File: config.mk
export PLATFORM = sky130hd
export DESIGN_NAME = pwm_scan_ctrl
export DESIGN_NICKNAME = d
export VERILOG_FILES = /design/src/rtl/panel_pkg.sv /design/src/rtl/pwm_level_seq.sv /design/src/rtl/pwm_scan_ctrl.sv
export SDC_FILE = /design/constraint.sdc
export NUM_CORES = 1
export LEC_CHECK = 0
export BUFFER_PORTS_ARGS = -buffer_cell sky130_fd_sc_hd__buf_2
export CORE_ASPECT_RATIO = 0.9
export CORE_MARGIN = 1
export CORE_UTILIZATION = 35
export DETAILED_ROUTE_END_ITERATION = 6
export GPL_TIMING_DRIVEN = 0
export PLACE_DENSITY = 0.61
export SLEW_MARGIN = 20
export SYNTH_ARGS = -nofsm -noshare
export SYNTH_HDL_FRONTEND = slang
export SYNTH_SLANG_ARGS = --single-unit
File: constraint.sdc
create_clock -name clk -period 5.7 [get_ports clk]
set_clock_uncertainty 0.05 [all_clocks]
set_input_delay 0.855 -clock clk [delete_from_list [all_inputs] [get_ports clk]]
set_output_delay 0.855 -clock clk [all_outputs]
set_load 0.01 [all_outputs]
File: src/rtl/panel_pkg.sv
// Shared types and elaboration helpers for the LED-panel PWM scan sequencer.
package panel_pkg;

  typedef enum logic [1:0] {
    IDLE  = 2'd0,
    SHIFT = 2'd1,
    LATCH = 2'd2,
    SHOW  = 2'd3
  } state_e;

  function automatic int pwm_range(input int width);
    return int'((32'd1 << width) - 32'd1);
  endfunction

  // Bits needed to index n items, never less than one.
  function automatic int clog2_min1(input int n);
    int w;
    w = 1;
    for (int i = 1; i < 31; i++) begin
      if ((32'd1 << i) < 32'(n)) begin
        w = i + 1;
      end
    end
    return w;
  endfunction

endpackage

File: src/rtl/pwm_level_seq.sv
// PWM threshold / row-address sequencer, advanced once per sub-frame by step.
module pwm_level_seq
  import panel_pkg::*;
#(
  parameter int PWM_WIDTH = 12,
  parameter int LVL_INC   = 1,
  parameter int ROW_BITS  = 4
) (
  input  logic                 clk,
  input  logic                 reset_n,
  input  logic                 step,
  output logic [PWM_WIDTH-1:0] pwmlvl,
  output logic [ROW_BITS-1:0]  row,
  output logic                 frame_done
);

  localparam int RANGE = pwm_range(PWM_WIDTH);
  localparam logic [PWM_WIDTH:0] INC_W  = (PWM_WIDTH+1)'(LVL_INC);
  // Largest usable level: RANGE itself would compare true for no pixel.
  localparam logic [PWM_WIDTH:0] LAST_W = (PWM_WIDTH+1)'(RANGE - 1);

  logic [PWM_WIDTH-1:0] pwmlvl_r;
  logic [ROW_BITS-1:0]  row_r;
  logic                 frame_done_r;
  logic [PWM_WIDTH:0]   nxt_s;
  logic                 wrap_s;

  assign nxt_s  = {1'b0, pwmlvl_r} + INC_W;
  assign wrap_s = (nxt_s > LAST_W);

  // Level/row registers; frame_done pulses when the row counter wraps.
  always_ff @(posedge clk or negedge reset_n) begin
    if (!reset_n) begin
      pwmlvl_r     <= '0;
      row_r        <= '0;
      frame_done_r <= 1'b0;
    end else begin
      frame_done_r <= 1'b0;
      if (step) begin
        if (wrap_s) begin
          pwmlvl_r     <= '0;
          row_r        <= row_r + ROW_BITS'(1);
          frame_done_r <= &row_r;
        end else begin
          pwmlvl_r <= nxt_s[PWM_WIDTH-1:0];
        end
      end
    end
  end

  assign pwmlvl     = pwmlvl_r;
  assign row        = row_r;
  assign frame_done = frame_done_r;

endmodule

File: src/rtl/pwm_scan_ctrl.sv
// Sub-frame sequencer: shift COLS pixels, latch, then show for SHOW_CYCLES.
module pwm_scan_ctrl
  import panel_pkg::*;
#(
  parameter int PWM_WIDTH   = 12,
  parameter int LVL_INC     = 1,
  parameter int COLS        = 32,
  parameter int ROW_BITS    = 4,
  parameter int SHOW_CYCLES = 64
) (
  input  logic                           clk,
  input  logic                           reset_n,
  input  logic                           enable,
  output logic [PWM_WIDTH-1:0]           pwmlvl,
  output logic [clog2_min1(COLS)-1:0]    col,
  output logic [ROW_BITS-1:0]            row,
  output logic                           sclk,
  output logic                           latch,
  output logic                           oe_n,
  output logic                           frame_done
);

  localparam int COL_W  = clog2_min1(COLS);
  localparam int SHOW_W = clog2_min1(SHOW_CYCLES);
  localparam logic [COL_W-1:0]  COL_LAST  = COL_W'(COLS - 1);
  localparam logic [SHOW_W-1:0] SHOW_LAST = SHOW_W'(SHOW_CYCLES - 1);

  state_e            state_r, state_nxt_s;
  logic              phase_r, phase_nxt_s;
  logic [COL_W-1:0]  col_r, col_nxt_s;
  logic [SHOW_W-1:0] show_cnt_r, show_nxt_s;
  logic              step_s;
  logic              sclk_r, latch_r, oe_n_r;
  logic              sclk_nxt_s, latch_nxt_s, oe_n_nxt_s;

  // State, shift phase, column and show counters.
  always_ff @(posedge clk or negedge reset_n) begin
    if (!reset_n) begin
      state_r    <= IDLE;
      phase_r    <= 1'b0;
      col_r      <= '0;
      show_cnt_r <= '0;
    end else begin
      state_r    <= state_nxt_s;
      phase_r    <= phase_nxt_s;
      col_r      <= col_nxt_s;
      show_cnt_r <= show_nxt_s;
    end
  end

  // Next-state logic; enable is only looked at in IDLE and the last SHOW cycle.
  always_comb begin
    state_nxt_s = state_r;
    phase_nxt_s = 1'b0;
    col_nxt_s   = col_r;
    show_nxt_s  = '0;
    step_s      = 1'b0;
    case (state_r)
      IDLE: begin
        col_nxt_s = '0;
        if (enable) begin
          state_nxt_s = SHIFT;
        end else begin
          state_nxt_s = IDLE;
        end
      end
      SHIFT: begin
        if (!phase_r) begin
          phase_nxt_s = 1'b1;
        end else if (col_r == COL_LAST) begin
          col_nxt_s   = '0;
          state_nxt_s = LATCH;
        end else begin
          col_nxt_s = col_r + COL_W'(1);
        end
      end
      LATCH: begin
        state_nxt_s = SHOW;
      end
      SHOW: begin
        if (show_cnt_r == SHOW_LAST) begin
          step_s = 1'b1;
          if (enable) begin
            state_nxt_s = SHIFT;
          end else begin
            state_nxt_s = IDLE;
          end
        end else begin
          show_nxt_s = show_cnt_r + SHOW_W'(1);
        end
      end
      default: begin
        state_nxt_s = IDLE;
      end
    endcase
  end

  // Panel strobes decoded from the upcoming state so they can be registered.
  always_comb begin
    sclk_nxt_s  = (state_nxt_s == SHIFT) && phase_nxt_s;
    latch_nxt_s = (state_nxt_s == LATCH);
    oe_n_nxt_s  = (state_nxt_s != SHOW);
  end

  // Registered panel strobes.
  always_ff @(posedge clk or negedge reset_n) begin
    if (!reset_n) begin
      sclk_r  <= 1'b0;
      latch_r <= 1'b0;
      oe_n_r  <= 1'b1;
    end else begin
      sclk_r  <= sclk_nxt_s;
      latch_r <= latch_nxt_s;
      oe_n_r  <= oe_n_nxt_s;
    end
  end

  pwm_level_seq #(
    .PWM_WIDTH (PWM_WIDTH),
    .LVL_INC   (LVL_INC),
    .ROW_BITS  (ROW_BITS)
  ) u_level_seq (
    .clk        (clk),
    .reset_n    (reset_n),
    .step       (step_s),
    .pwmlvl     (pwmlvl),
    .row        (row),
    .frame_done (frame_done)
  );

  assign col   = col_r;
  assign sclk  = sclk_r;
  assign latch = latch_r;
  assign oe_n  = oe_n_r;

endmodule

==> metrics <==
warnings from Yosys 0; layout cell share with drive strength beyond 1 17.7%; Ant. Diodes 0; CTS tree built; Net Sw Power 0.205 mW; synthesized area 1840 sq um; Die Ht 70.7 um; Via Count 1564; Max Cap Viol 0; sw frac 29.9%; Multi-input gate area 925 sq um; Initial DRT Pass Iterations 4; row count 24; Slew @ Worst Pin 0.783 ns; Post-synth EDFFs 0; total track usage 16.5%; Fillers 514; core area 4950 sq um; Sequential Power Share 46.1%; Pins Over Slew Limit 0; Synth Flop Type dfrtp_1; WL/cell 13.6 um; Clk pwr share 32.2%; Peak VDD IR 0.138 mV; nets@finish 240; required time of the critical path 5.84 ns; Synth top cells by count dfrtp_1 (33), nand2_1 (26), nand3_1 (12), nor2_1 (12), and3_1 (11); Worst path slowest cell dfrtp_1; Crit path arrival time 2.49 ns; Setup crit end kind flip-flop; crit path max fanout 10; TNS Setup 0 ns; Die ar. 5550 sq um; Period minus WS final 2.35 ns; Synth area leader dfrtp_1; RSZ-0062 raised after global routing false; PwrDens 317 nW/um^2; worst hold slack 0.428 ns; Synth cell types 46; drt initial violations 76; Initial Util 37.1%; CTS Hold Bufs 0; Logic pwr share 21.7%; final hold violation count 0; final period utilization 41.3%; DRT Wirelength 4.04 mm; post-cts resize count 0; top area cells in the synthesized netlist dfrtp_1 (45%), nand2_1 (5.3%), ha_1 (4.1%), and3_1 (3.7%), a22o_1 (3.3%); initial antenna violation count 0; top-area cell type share of the netlist area 44.9%; H-tree depth 2; total congestion overflow 0; global placer's final weighted congestion 0.805; Reg clk slew, reported paths 0.08 ns; Mapped Cells 197; Mean Syn Cell Area 9.33 sq um; CP Cell Sequence ha_1, nand2b_1, o21bai_1, a21oi_1, nand3_2, a211o_1, a22o_1; Root Driver clkbuf_8; I/O pin cnt 28; WS Path Type flip-flop to flip-flop; register area 852 sq um; Clock Latency Late Sink 0.30 ns; # DRC 0; status completed; Num Clock Sinks 34; Final Setup Violations 0; Buf+Inv Stages, Crit Path 0; Area after DPL 2050 sq um; Slew Limit Headroom 47.8%; Via density 5.27; Hold Crit Class flip-flop to flip-flop; startpoint types flip-flop; Final WS setup 3.35 ns; Synth Register Bits 34; delay-heaviest family, CP compound AO/OA/AOI/OAI gates; Port Buffer Count 27; FFs w/ async S/R, synth 100%; share of the yosys chip area belonging to registers 46.4%; first-pass GRT wire length 7.01 mm; Clock Tree Buf Depth 2; highest clock rate 425 MHz; Die Width 78.4 um; Post-CTS Setup Bufs 0; Leak 1.03 nW; pre-CTS setup slack 3.36 ns; number of global-route vias before repair 1465; CTS buffer count 5; Layout area overhead 17.6%; Synth Net Count 206; post-route ant nets 0; slowest stage delay, CP 0.47 ns; largest net degree at the start of global routing 35; dpl hpwl 2.74 mm; internal power 0.480 mW; fin area 2160 sq um; cell with the most instances after synthesis dfrtp_1
[kinds of logic after synthesis]
family,Yosys count,share of synthesized area [%]
AO/OA/AOI/OAI,47,17.5
flip-flops,34,46.4
XOR/XNOR,5,2.38
multiplexers,1,0.545
AND/OR/NAND/NOR,91,25.8
adder cells (fa/ha/maj),6,4.08
buffers and inverters,13,3.34
[cells in the final DEF (no fill, tap or decap), types with 4 or more instances in the layout]
cell,count
a21oi_1,8
a22o_1,7
and3_1,11
buf_2,28
clkbuf_1,7
clkbuf_8,5
dfrtp_1,33
ha_1,6
inv_1,5
nand2_1,26
nand3_1,12
nand4_1,4
nor2_1,12
nor3_1,7
o21ai_0,10
o21ai_1,4
[area by class of cell]
class,count,area share (%)
Multi-Input combinational cell,150,42.8
Sequential cell,34,39.4
Timing Repair Buffer,27,6.25
Tap cell,65,3.76
Clock buffer,7,3.53
Buffer,8,1.97
Clock inverter,1,1.39
Inverter,5,0.869
[metal layers]
layer  GRT usage, %  vias to the layer above  wire [um]
met2           24.9                       23       1750
met3           3.23                        7        115
met1           22.6                      745       2090
li1               -                      789          -
met5              0                        -          0
met4           8.02                        0         83
[registers in the layout, summed over array words and instances (netlist names)]
name / count
u_level_seq.frame_done: 1
show_cnt_r: 6
col: 5
u_level_seq.row: 4
u_level_seq.pwmlvl: 12
state_r: 2
oe_n: 1
latch: 1
phase_r: 1
sclk: 1
[power by group through the flow]
stage	Combinational (mW)	Sequential (mW)	Clock (mW)
3_5_place_dp	0.150	0.321	0
4_1_cts	0.151	0.316	0.227
3_3_place_gp	0.147	0.320	0
6_report	0.148	0.316	0.220
2_1_floorplan	0.0932	0.324	0
5_1_grt	0.173	0.323	0.236
[worst paths after layout]
kind                                                    from                           endpoint  slack (ns)  cells after the start
setup / recovery           u_level_seq.pwmlvl[0]$_DFFE_PN0P_     u_level_seq.row[3]$_DFFE_PN0P_        3.35                      7
hold / removal                       show_cnt_r[0]$_DFF_PN0_            show_cnt_r[0]$_DFF_PN0_        0.43                      1
setup reg to reg           u_level_seq.pwmlvl[0]$_DFFE_PN0P_     u_level_seq.row[3]$_DFFE_PN0P_        3.35                      7
hold reg to reg                      show_cnt_r[0]$_DFF_PN0_            show_cnt_r[0]$_DFF_PN0_        0.43                      1
max in group asynchronous                            reset_n            show_cnt_r[4]$_DFF_PN0_        4.51                      1
min in group asynchronous                            reset_n  u_level_seq.pwmlvl[4]$_DFFE_PN0P_        0.59                      1
[per-stage QoR]
stage	cells	utilization (%)	total power, mW
after floorplan	197	-	0.418
after global placement	289	41.5	0.467
after detailed placement	289	41.5	0.471
after CTS	297	43.6	0.694
after global routing	297	43.6	0.732
final	297	43.6	0.684
Power figures use the tool's default switching activity.
